===== src/rtl/bin_bcd_seg_pkg.sv =====
// Shared definitions for the sequential binary-to-BCD seven-segment converter:
// segment pattern constants, FSM state type and the digit-count helper.
package bin_bcd_seg_pkg;

    // Active-low segment patterns, bit 6 = g ... bit 0 = a
    localparam logic [6:0] SEG_D0    = 7'b1000000;
    localparam logic [6:0] SEG_D1    = 7'b1111001;
    localparam logic [6:0] SEG_D2    = 7'b0100100;
    localparam logic [6:0] SEG_D3    = 7'b0110000;
    localparam logic [6:0] SEG_D4    = 7'b0011001;
    localparam logic [6:0] SEG_D5    = 7'b0010010;
    localparam logic [6:0] SEG_D6    = 7'b0000010;
    localparam logic [6:0] SEG_D7    = 7'b1111000;
    localparam logic [6:0] SEG_D8    = 7'b0000000;
    localparam logic [6:0] SEG_D9    = 7'b0010000;
    localparam logic [6:0] SEG_BLANK = 7'b1111111;

    typedef enum logic [1:0] {
        ST_IDLE  = 2'd0,
        ST_SHIFT = 2'd1,
        ST_LATCH = 2'd2
    } state_t;

    // Number of decimal digits needed to show 2^width - 1
    function automatic int digits_required(input int width);
        longint unsigned max_val;
        longint unsigned pow;
        int              n;
        max_val = (64'd1 << width) - 64'd1;
        n       = 1;
        pow     = 64'd10;
        for (int i = 0; i < 20; i++) begin
            if (pow <= max_val) begin
                n   = n + 1;
                pow = pow * 64'd10;
            end
        end
        return n;
    endfunction

endpackage


===== src/rtl/bcd_seg_decode.sv =====
// One BCD digit to active-low seven-segment pattern; codes 10-15 show blank.
module bcd_seg_decode
    import bin_bcd_seg_pkg::*;
(
    input  logic [3:0] i_bcd,
    output logic [6:0] o_seg
);

    // Pure lookup of the display pattern for one digit
    always_comb begin
        o_seg = SEG_BLANK;
        case (i_bcd)
            4'd0:    o_seg = SEG_D0;
            4'd1:    o_seg = SEG_D1;
            4'd2:    o_seg = SEG_D2;
            4'd3:    o_seg = SEG_D3;
            4'd4:    o_seg = SEG_D4;
            4'd5:    o_seg = SEG_D5;
            4'd6:    o_seg = SEG_D6;
            4'd7:    o_seg = SEG_D7;
            4'd8:    o_seg = SEG_D8;
            4'd9:    o_seg = SEG_D9;
            default: o_seg = SEG_BLANK;
        endcase
    end

endmodule


===== src/rtl/bin_bcd_seg_seq.sv =====
// Sequential binary-to-BCD converter (double dabble, one bit per clock) with
// registered packed-BCD and active-low seven-segment outputs.
// Optional macro BIN_BCD_SEG_LZB_EN: leading-zero blanking on seg_out
// (digit 0 always shown, bcd_out unaffected).
module bin_bcd_seg_seq
    import bin_bcd_seg_pkg::*;
#(
    parameter int WIDTH  = 8,
    parameter int DIGITS = 3
) (
    input  logic                  clk,
    input  logic                  rst,
    input  logic [WIDTH-1:0]      bin_in,
    input  logic                  start,
    output logic                  busy,
    output logic                  done,
    output logic [4*DIGITS-1:0]   bcd_out,
    output logic [7*DIGITS-1:0]   seg_out
);

    localparam int ACC_W = 4 * DIGITS;
    localparam int SEG_W = 7 * DIGITS;
    localparam int CNT_W = $clog2(WIDTH + 1);

    generate
        if (WIDTH < 1 || WIDTH > 32) begin : g_bad_width
            $error("bin_bcd_seg_seq: WIDTH must be in 1..32");
        end
        if (digits_required(WIDTH) > DIGITS) begin : g_bad_digits
            $error("bin_bcd_seg_seq: DIGITS too small for WIDTH");
        end
    endgenerate

    state_t             r_state;
    state_t             w_next_state;
    logic               w_load;
    logic               w_shift;
    logic               w_latch;
    logic [WIDTH-1:0]   r_shreg;
    logic [ACC_W-1:0]   r_acc;
    logic [ACC_W-1:0]   w_acc_adj;
    logic [CNT_W-1:0]   r_cnt;
    logic               r_done;
    logic [ACC_W-1:0]   r_bcd;
    logic [SEG_W-1:0]   r_seg;
    logic [SEG_W-1:0]   w_seg;

    // State register
    always_ff @(posedge clk or posedge rst) begin
        if (rst) begin
            r_state <= ST_IDLE;
        end else begin
            r_state <= w_next_state;
        end
    end

    // Next-state logic and datapath strobes
    always_comb begin
        w_next_state = r_state;
        w_load       = 1'b0;
        w_shift      = 1'b0;
        w_latch      = 1'b0;
        case (r_state)
            ST_IDLE: begin
                if (start) begin
                    w_load       = 1'b1;
                    w_next_state = ST_SHIFT;
                end
            end
            ST_SHIFT: begin
                w_shift = 1'b1;
                if (r_cnt == CNT_W'(1)) begin
                    w_next_state = ST_LATCH;
                end
            end
            ST_LATCH: begin
                w_latch      = 1'b1;
                w_next_state = ST_IDLE;
            end
            default: begin
                w_next_state = ST_IDLE;
            end
        endcase
    end

    // Add-3 correction on every accumulator digit that is 5 or more
    always_comb begin
        w_acc_adj = r_acc;
        for (int i = 0; i < DIGITS; i++) begin
            if (r_acc[4*i +: 4] >= 4'd5) begin
                w_acc_adj[4*i +: 4] = r_acc[4*i +: 4] + 4'd3;
            end
        end
    end

    // Shift register, accumulator and bit counter
    always_ff @(posedge clk or posedge rst) begin
        if (rst) begin
            r_shreg <= '0;
            r_acc   <= '0;
            r_cnt   <= '0;
        end else if (w_load) begin
            r_shreg <= bin_in;
            r_acc   <= '0;
            r_cnt   <= CNT_W'(WIDTH);
        end else if (w_shift) begin
            r_acc   <= {w_acc_adj[ACC_W-2:0], r_shreg[WIDTH-1]};
            r_shreg <= r_shreg << 1;
            r_cnt   <= r_cnt - CNT_W'(1);
        end
    end

    // Per-digit decoders feeding the output register, optional zero blanking
    generate
        for (genvar i = 0; i < DIGITS; i++) begin : g_dig
            logic [6:0] w_pat;

            bcd_seg_decode u_dec (
                .i_bcd (r_acc[4*i +: 4]),
                .o_seg (w_pat)
            );

`ifdef BIN_BCD_SEG_LZB_EN
            if (i == 0) begin : g_units
                assign w_seg[7*i +: 7] = w_pat;
            end else begin : g_upper
                assign w_seg[7*i +: 7] = (r_acc[ACC_W-1:4*i] == '0) ? SEG_BLANK : w_pat;
            end
`else
            assign w_seg[7*i +: 7] = w_pat;
`endif
        end
    endgenerate

    // Result registers: updated only in LATCH so partial values never show
    always_ff @(posedge clk or posedge rst) begin
        if (rst) begin
            r_done <= 1'b0;
            r_bcd  <= '0;
            r_seg  <= '1;
        end else begin
            r_done <= w_latch;
            if (w_latch) begin
                r_bcd <= r_acc;
                r_seg <= w_seg;
            end
        end
    end

    assign busy    = (r_state != ST_IDLE);
    assign done    = r_done;
    assign bcd_out = r_bcd;
    assign seg_out = r_seg;

endmodule

===== config.mk =====
export PLATFORM = sky130hd
export DESIGN_NAME = bin_bcd_seg_seq
export DESIGN_NICKNAME = d
export VERILOG_FILES = /design/src/rtl/bin_bcd_seg_pkg.sv /design/src/rtl/bcd_seg_decode.sv /design/src/rtl/bin_bcd_seg_seq.sv
export SDC_FILE = /design/constraint.sdc
export NUM_CORES = 1
export LEC_CHECK = 0
export CORE_ASPECT_RATIO = 0.9
export CORE_MARGIN = 2
export CORE_UTILIZATION = 49
export DETAILED_ROUTE_END_ITERATION = 10
export PLACE_DENSITY = 0.79
export SETUP_SLACK_MARGIN = 0.2
export SLEW_MARGIN = 5
export SYNTH_ARGS = -nofsm -noshare
export SYNTH_HDL_FRONTEND = slang
export SYNTH_SLANG_ARGS = --single-unit

===== constraint.sdc =====
create_clock -name clk -period 1.9 [get_ports clk]
set_clock_uncertainty 0.05 [all_clocks]
set_input_delay 0.38 -clock clk [delete_from_list [all_inputs] [get_ports clk]]
set_output_delay 0.38 -clock clk [all_outputs]
set_load 0.01 [all_outputs]

==> flow_metrics.py, run 1 <==
metrics = {
    "outcome": {
        "outcome": "complete, no violations",
    },
    "drt": {
        "viasPerCell": 5.407,
        "ant_nets": 0,
        "drt_wl_total_mm": 6.342,
        "routedWlPerCell_um": 14.03,
        "drt_iter0_markers": 174,
        "drt_first_pass_iters": 5,
        "vias": 2444,
        "drc": 0,
    },
    "floorplanning": {
        "rows": 27,
        "dieArea_um2": 6930,
        "coreArea_um2": 6081,
        "ios": 46,
        "fp.dieW_um": 87.53,
        "dieHeight_um": 79.18,
        "start_util_pct": 50.60,
    },
    "flow_run": {
        "cap_viol_max_count": 0,
    },
    "cts": {
        "cts-root-buf": "clkbuf_8",
        "cts_buffers": 9,
        "cts_buffer_depth": 2,
        "clkTransAtPathRegs_ns": 0.07,
        "htree_levels": 3,
        "clock_latency_ns": 0.33,
        "cts_tree": "built",
        "cts_sinks": 60,
    },
    "timing": {
        "min_period_over_period_pct": 88.11,
        "setup_tns_ns": 0,
        "final_hold_viol_count": 0,
        "worstMarginPinSlew_ns": 0.5395,
        "rsz0062_at_grt": "true",
        "setup_ws_ns": 0.2260,
        "max_freq_mhz": 597.4,
        "drv_slew": 0,
        "relSlewSlack_pct": 64.03,
        "finalSetupViolCount": 0,
        "layout_min_cycle_time_ns": 1.674,
    },
    "synthesis": {
        "synthesis.nets": 349,
        "synth_top_cells_by_count": "nand2_1, dfrtp_1, o21ai_0, dfstp_2, ha_1",
        "async_flop_share_pct": 100.0,
        "synthFlopType": "dfrtp_1",
        "synth_area_per_cell_um2": 9.645,
        "synth-warning-count": 0,
        "ys_seq_area_share_pct": 49.65,
        "synth_top_area_cell": "dfrtp_1",
        "synthCells": 319,
        "synth.distinct_cells": 40,
        "synth_top_area_share_pct": 31.72,
        "synth_area_leaders": "dfrtp_1, dfstp_2, nand2_1",
        "synth-edff-count": 0,
        "ys_seq_elements": 60,
        "synth.most_common_cell": "nand2_1",
        "syn_area_um2": 3077,
    },
    "layout": {
        "layout-drive-gt1-share_pct": 20.00,
        "final-instance-count-excl-fill": 452,
        "nets": 405,
        "final_core_util_pct": 63.25,
        "area_delta_synth_final_pct": 25.01,
        "fillers": 511,
        "fin_area_um2": 3846,
        "num_antenna_cells": 0,
    },
    "placed_design": {
        "placed_area_um2": 3643,
        "place_congestion": 0.8738,
        "pre_cts_ws_ns": 0.04461,
        "dp_cells": 432,
        "dp_hpwl_mm": 4.332,
        "port_buffers": 45,
    },
    "worst_setup_path": {
        "crit_path_start_kind": "flop",
        "r2r_slack_ns": 0.23,
        "end_kind": "flop",
        "timing.rr.start": "r_acc[4]",
        "arrival_ns": 1.84,
        "r2r_end": "r_acc[7]",
        "crit_type": "flop to flop",
        "crit_path_max_fanout": 5,
        "r2r_cells": 6,
        "cp_data_required_time_ns": 2.06,
    },
    "pwr": {
        "power_density_nw_per_um2": 1730,
        "p_leak_uw": 0.001858,
        "ir_worst_vdd_mv": 0.7451,
    },
    "grt": {
        "overflow": 0,
        "antenna_found_initial": 0,
        "grt_pass1_wl_mm": 10.82,
        "grt_use_total_pct": 19.97,
        "grt_max_degree": 32,
        "grt_pass1_vias": 2374,
    },
    "worst_hold_path": {
        "holdCritPathClass": "input pin to asynchronous set/reset pin",
    },
}
where the power goes:
part	total, uW	internal (uW)	switching (uW)	leakage, uW
Clock	973	507	467	0.0000844
Sequential	2350	1950	398	0.000713
Combinational	3330	1520	1810	0.00106
repair_timing:
| item | 4_1_cts | 5_1_grt |
|---|---|---|
| pin swaps | 0 | 1 |
| cloned | 0 | 0 |
| hold buffers | 0 | 0 |
| endpoints found under the setup margin | 24 | 14 |
| gates resized for setup | 28 | 14 |
| setup buffers | 1 | 3 |
placed cells by master (no fill, tap or decap), drive strengths merged, types with 2 or more instances in the layout:
cell type | synthesis | final
xor2 | 2 | 2
clkinv | 0 | 2
inv | 17 | 16
a22oi | 8 | 8
o31ai | 10 | 10
o22ai | 5 | 5
nand2 | 68 | 68
nor3b | 4 | 4
mux2 | 4 | 4
dlymetal6s2s | 0 | 5
buf | 17 | 18
o21ai | 36 | 36
dfstp | 21 | 21
mux2i | 4 | 4
a22o | 2 | 2
a21oi | 17 | 17
xnor2 | 5 | 5
dfrtp | 39 | 39
clkbuf | 1 | 14
ha | 19 | 19
nor2 | 14 | 14
or2 | 2 | 2
dlygate4sd2 | 0 | 22
nand2b | 9 | 9
clkdlybuf4s50 | 0 | 17
o21bai | 3 | 3
layout make-up:
class | count | area (um2) | share of cell area (%)
multi-input cells | 224 | 1399 | 36.37
inverters | 17 | 67.56 | 1.757
repair buffers | 63 | 595.6 | 15.48
clock inverters | 2 | 10.01 | 0.2602
well taps | 72 | 90.09 | 2.342
flip-flops and latches | 60 | 1531 | 39.82
clock buffers | 14 | 152.6 | 3.969
cells by family after synthesis:
family	synth area share, %
xor+xnor	1.993
fa+ha+maj	7.727
mux	2.765
compound gates	16.88
simple gates	15.33
flops	49.65
buf+inv	5.652
critical path, stage by stage (launching register included):
cell and delay [ns]:
dfrtp_1 0.40, inv_2 0.11, ha_2 0.21, ha_1 0.27, o21bai_1 0.21, a22oi_2 0.21
o21ai_1 0.10
worst max-delay path by stage:
stage                     startpoint        to  depth (start not counted)
final                       r_acc[4]  r_acc[7]                          6
after global routing        r_acc[4]  r_acc[6]                          6
after CTS                 r_state[0]      busy                          2
after detailed placement    r_acc[4]  r_acc[7]                          6
after global placement         start  r_acc[2]                          4
after floorplan             r_acc[5]  r_acc[6]                          6
flip-flops by register name (all words and copies together) (netlist names):
| name | flops |
|---|---|
| r_shreg | 8 |
| seg_out | 21 |
| done | 1 |
| r_cnt | 4 |
| r_acc | 12 |
| r_state | 2 |
| bcd_out | 12 |
per-stage QoR:
stage / power [uW] / hold WS (ns)
finish: 6652 / 0.3615
global route: 7242 / 0.3984
global placement: 5550 / 0.4085
detailed placement: 5694 / 0.4125
CTS: 6601 / 0.3681
floorplan: 4509 / 0.3947
per-layer routing:
metal | up-vias | global-route usage [%] | routed length [um]
met4 | 0 | 7.692 | 86
met5 | - | 0 | 0
li1 | 1198 | - | -
met1 | 1185 | 27.17 | 2949
met3 | 11 | 4.990 | 301
met2 | 50 | 30.68 | 3004
(Power assumes the default switching activity.)
==> run 2: changes to the inputs <==
--- a/config.mk
+++ b/config.mk
@@ -7,9 +7,10 @@
 export LEC_CHECK = 0
 export CORE_ASPECT_RATIO = 0.9
 export CORE_MARGIN = 2
-export CORE_UTILIZATION = 49
+export CORE_UTILIZATION = 50
+export CTS_BUF_LIST = sky130_fd_sc_hd__clkbuf_2
 export DETAILED_ROUTE_END_ITERATION = 10
-export PLACE_DENSITY = 0.79
+export PLACE_DENSITY = 0.81
 export SETUP_SLACK_MARGIN = 0.2
 export SLEW_MARGIN = 5
 export SYNTH_ARGS = -nofsm -noshare
==> run 2 against run 1 <==
  * Sequential power is 3% higher
  * Core utilization is 2.8 points lower
  * Clock-buffer cell count is 2 lower
  * First-iteration DRC count is 1.1% lower
  * Flip-flop and latch count stayed put
  * Die area is 1.9% lower
  * Clock power is 36% lower
  * Maximum frequency is 1.4% lower
  * Largest cell class unchanged
==> flow_metrics.py, run 2 (same netlist as run 1, synthesis figures left out) <==
metrics = {
    "placed_design": {
        "placed_area_um2": 3641,
        "place_congestion": 0.8733,
        "port_buffers": 45,
        "dp_hpwl_mm": 4.292,
        "dp_cells": 430,
    },
    "cts": {
        "cts_sinks": 60,
        "ctsHoldBuffers": 0,
        "cts_tree": "built",
        "clkTransAtPathRegs_ns": 0.15,
        "cts-root-buf": "clkbuf_2",
        "htree_levels": 3,
        "clock_latency_ns": 0.48,
        "cts_buffer_depth": 2,
        "cts_buffers": 9,
    },
    "worst_setup_path": {
        "crit_path_start_kind": "flop",
        "r2r_slack_ns": 0.30,
        "cp_data_required_time_ns": 1.47,
        "end_kind": "output port",
        "crit_type": "flop to output port",
        "crit_path_max_fanout": 2,
        "arrival_ns": 1.27,
    },
    "floorplanning": {
        "rows": 27,
        "dieHeight_um": 78.42,
        "coreArea_um2": 6047,
        "dieArea_um2": 6797,
        "fp.dieW_um": 86.69,
        "ios": 46,
        "start_util_pct": 50.88,
    },
    "layout": {
        "fin_area_um2": 3659,
        "num_antenna_cells": 0,
        "area_delta_synth_final_pct": 18.91,
        "nets": 405,
        "layout-drive-gt1-share_pct": 25.00,
        "final_cell_mix": "nand2_1, dfrtp_1, o21ai_0",
        "largest_register_ffs": 21,
        "final-instance-count-excl-fill": 452,
        "mostFrequentLayoutCell": "nand2_1",
    },
    "grt": {
        "grt_max_degree": 57,
        "grt_pass1_vias": 2262,
        "antenna_found_initial": 0,
        "grt_use_total_pct": 20.06,
        "grt_pass1_wl_mm": 10.71,
        "overflow": 0,
    },
    "timing": {
        "finalSetupViolCount": 0,
        "setup_tns_ns": 0,
        "min_period_over_period_pct": 89.34,
        "relSlewSlack_pct": 68.69,
        "final_hold_viol_count": 0,
        "drv_slew": 0,
        "max_freq_mhz": 589.1,
        "worstMarginPinSlew_ns": 0.4696,
        "layout_min_cycle_time_ns": 1.698,
        "rsz0062_at_grt": "true",
    },
    "drt": {
        "drt_first_pass_iters": 4,
        "routedWlPerCell_um": 13.75,
        "vias": 2416,
        "drt_wl_total_mm": 6.216,
        "drt_iter0_markers": 172,
        "viasPerCell": 5.345,
        "ant_nets": 0,
        "drc": 0,
    },
    "outcome": {
        "outcome": "complete, no violations",
    },
    "pwr": {
        "p_leak_uw": 0.001767,
        "ir_worst_vdd_mv": 0.8183,
        "power_density_nw_per_um2": 1670,
    },
    "flow_run": {
        "cap_viol_max_count": 0,
    },
    "worst_hold_path": {
        "holdCritPathClass": "input pin to asynchronous set/reset pin",
    },
}
[run 2: cell count changes in the layout (fill, tap and decap cells not counted), sizes merged]
cell / before / now
dlymetal6s2s: 5 / 0
clkinv: 2 / 4
clkdlybuf4s50: 17 / 10
dlygate4sd2: 22 / 13
clkbuf: 14 / 12
buf: 18 / 40
clkdlybuf4s15: 1 / 0
[run 2: per-layer routing]
layer | routed length [um] | track usage [%] | vias to the layer above
met5 | 0 | 0 | -
met4 | 108 | 9.063 | 0
met3 | 229 | 4.101 | 10
met2 | 2871 | 30.77 | 44
met1 | 3006 | 27.44 | 1166
li1 | - | - | 1196
[run 2: layout make-up]
class	count	area, um2
repair buffers	63	503.0
clock inverters	4	17.52
fillers	525	2389
inverters	17	67.56
clock buffers	12	60.06
flip-flops and latches	60	1530
well taps	72	90.09
multi-input cells	224	1390
[run 2: power by group]
| group | internal, uW | leakage (uW) | total (uW) | switching, uW |
|---|---|---|---|---|
| clock network | 177 | 0.0000608 | 619 | 442 |
| registers | 1940 | 0.000715 | 2420 | 478 |
| logic | 1390 | 0.000991 | 3070 | 1680 |
| total | 3510 | 0.00177 | 6110 | 2600 |
[run 2: worst max-delay path, stage by stage (launching register included)]
cell and delay (ns):
dfrtp_1 0.42, or2_4 0.26, buf_6 0.12
[run 2: final timing paths]
| kind | endpoint | depth (start not counted) | from |
|---|---|---|---|
| max | busy | 2 | r_state[1] |
| min | r_acc[2] | 2 | rst |
| max reg2reg | r_acc[3] | 5 | r_state[1] |
| min reg2reg | seg_out[5] | 2 | seg_out[5] |
| max in group asynchronous | seg_out[12] | 3 | rst |
| min in group clk | r_shreg[0] | 3 | bin_in[0] |
[run 2: per-stage QoR]
stage | hold slack [ns] | worst slack [ns] | power, uW | utilization, %
after floorplan | 0.3947 | 0.3269 | 4509 | -
after global placement | 0.4103 | 0.2788 | 5498 | 60.21
after detailed placement | 0.4128 | 0.2170 | 5633 | 60.21
after CTS | 0.1312 | 0.02176 | 6056 | 60.00
after global routing | 0.1497 | 0.1152 | 6664 | 60.50
final | 0.1537 | 0.2025 | 6110 | 60.50
[run 2: timing repair]
action / CTS / global route
gates cloned: 0 / 0
setup buffers: 4 / 2
endpoints found under the setup margin: 36 / 7
resized for setup: 100 / 11
pin swaps: 0 / 1
==> run 3: changes to the inputs <==
--- a/config.mk
+++ b/config.mk
@@ -7,10 +7,11 @@
 export LEC_CHECK = 0
 export CORE_ASPECT_RATIO = 0.9
 export CORE_MARGIN = 2
-export CORE_UTILIZATION = 50
+export CORE_UTILIZATION = 45
 export CTS_BUF_LIST = sky130_fd_sc_hd__clkbuf_2
 export DETAILED_ROUTE_END_ITERATION = 10
-export PLACE_DENSITY = 0.81
+export DONT_BUFFER_PORTS = 1
+export PLACE_DENSITY = 0.65
 export SETUP_SLACK_MARGIN = 0.2
 export SLEW_MARGIN = 5
 export SYNTH_ARGS = -nofsm -noshare
==> run 3 against run 2 <==
  * Routed wire length shrank 0.51%
  * Final cell count shrank 4.9%
  * Core utilization shrank 8.7 points
  * Critical path depth grew 4
  * Global-route usage shrank 1.8 points
  * Hold slack gained 0.17 ns
  * Maximum frequency grew 4.4%
  * Largest cell class unchanged
  * Non-clock buffer count shrank 40
  * Design area shrank 6.7%
==> flow_metrics.py, run 3 (same netlist as run 1, synthesis figures left out) <==
metrics = {
    "timing": {
        "final_hold_viol_count": 0,
        "drv_slew": 0,
        "relSlewSlack_pct": 62.26,
        "min_period_over_period_pct": 85.55,
        "rsz0062_at_grt": "true",
        "max_freq_mhz": 615.2,
        "layout_min_cycle_time_ns": 1.625,
        "finalSetupViolCount": 0,
        "setup_ws_ns": 0.2746,
        "worstMarginPinSlew_ns": 0.5650,
        "setup_tns_ns": 0,
    },
    "worst_setup_path": {
        "r2r_slack_ns": 0.27,
        "cp_data_required_time_ns": 2.28,
        "timing.rr.start": "r_acc[8]",
        "crit_path_start_kind": "flop",
        "end_kind": "flop",
        "crit_path_max_fanout": 5,
        "cp-startpoint": "r_acc[8]",
        "arrival_ns": 2.00,
        "crit_type": "flop to flop",
    },
    "drt": {
        "drt_wl_total_mm": 6.184,
        "drc": 0,
        "vias": 2209,
        "drt_iter0_markers": 152,
        "drt_first_pass_iters": 4,
        "viasPerCell": 5.137,
        "routedWlPerCell_um": 14.38,
        "ant_nets": 0,
    },
    "pwr": {
        "p_leak_uw": 0.001525,
        "power_density_nw_per_um2": 1718,
        "p_total_uw": 5865,
        "ir_worst_vdd_mv": 0.5973,
    },
    "cts": {
        "cts_sinks": 60,
        "cts_buffers": 9,
        "cts-root-buf": "clkbuf_2",
        "clkTransAtPathRegs_ns": 0.19,
        "cts_tree": "built",
        "clock_latency_ns": 0.49,
        "htree_levels": 3,
        "cts_buffer_depth": 2,
    },
    "worst_hold_path": {
        "holdCritPathClass": "input pin to flop",
        "min_from": "start",
    },
    "placed_design": {
        "pre_cts_ws_ns": 0.2000,
        "place_congestion": 0.8259,
        "port_buffers": 0,
        "dp_hpwl_mm": 4.236,
    },
    "outcome": {
        "outcome": "complete, no violations",
    },
    "grt": {
        "overflow": 0,
        "grt_use_total_pct": 18.28,
        "grt_pass1_vias": 2252,
        "antenna_found_initial": 0,
        "grt_pass1_wl_mm": 10.68,
        "grt_max_degree": 46,
    },
    "floorplanning": {
        "rows": 28,
        "coreArea_um2": 6586,
        "fp.dieW_um": 91.16,
        "dieArea_um2": 7516,
        "dieHeight_um": 82.45,
        "ios": 46,
        "start_util_pct": 46.71,
    },
    "layout": {
        "layout-drive-gt1-share_pct": 21.76,
        "num_antenna_cells": 0,
        "fillers": 633,
        "final_cell_mix": "nand2_1, dfrtp_1, o21ai_0",
        "largest_register_ffs": 21,
        "area_delta_synth_final_pct": 10.94,
        "mostFrequentLayoutCell": "nand2_1",
        "nets": 365,
    },
    "flow_run": {
        "cap_viol_max_count": 0,
    },
}
==> run 3: metrics by stage <==
step                      utilization, %  area (um2)  hold WS (ns)  std cells
after floorplan                        -        3080        0.3947        319
after global placement             48.25        3178        0.2814        400
after detailed placement           48.25        3178        0.2859        400
after CTS                          51.35        3382        0.2833        428
after global routing               51.82        3413        0.2667        430
final                              51.82        3413        0.3223        430
==> run 3: final cells by class <==
cell class	instances	area, um2	share of cell area (%)
repair buffers	23	220.2	6.452
clock buffers	9	45.04	1.320
flip-flops and latches	60	1533	44.90
well taps	90	112.6	3.299
clock inverters	7	42.54	1.246
multi-input cells	224	1393	40.80
inverters	17	67.56	1.979
==> run 3: critical path: stages (launching register included) <==
cell and delay [ns]:
dfrtp_2 0.48, inv_1 0.15, ha_1 0.22, nand2b_1 0.10
a21oi_2 0.20, mux2i_1 0.23, a22o_1 0.15
==> run 3: final timing paths <==
kind,to,depth (start not counted)
min in group asynchronous,r_acc[3],2
max reg2reg,r_acc[10],6
min,r_cnt[2],3
max,r_acc[10],6
min reg2reg,r_shreg[7],2
max in group asynchronous,seg_out[14],3
==> run 3: metal layers <==
metal	global-route usage, %	share of wire (%)	vias up
met2	29.33	47	44
met4	6.364	0.58	0
met3	8.348	6.3	5
met5	0	0	-
li1	-	-	1113
met1	22.08	46	1047
==> run 3: where the power goes <==
group          internal, uW  switching, uW  total, uW
combinational          1160           1480       2640
clock                   164            494        659
sequential             1960            610       2570
total                  3280           2590       5860
==> run 3: repair_timing <==
action,4_1_cts,5_1_grt
setup endpoints to repair,4,7
resized for setup,4,8
hold buffers,9,0
setup buffers,3,2
endpoints found under the hold margin,25,0
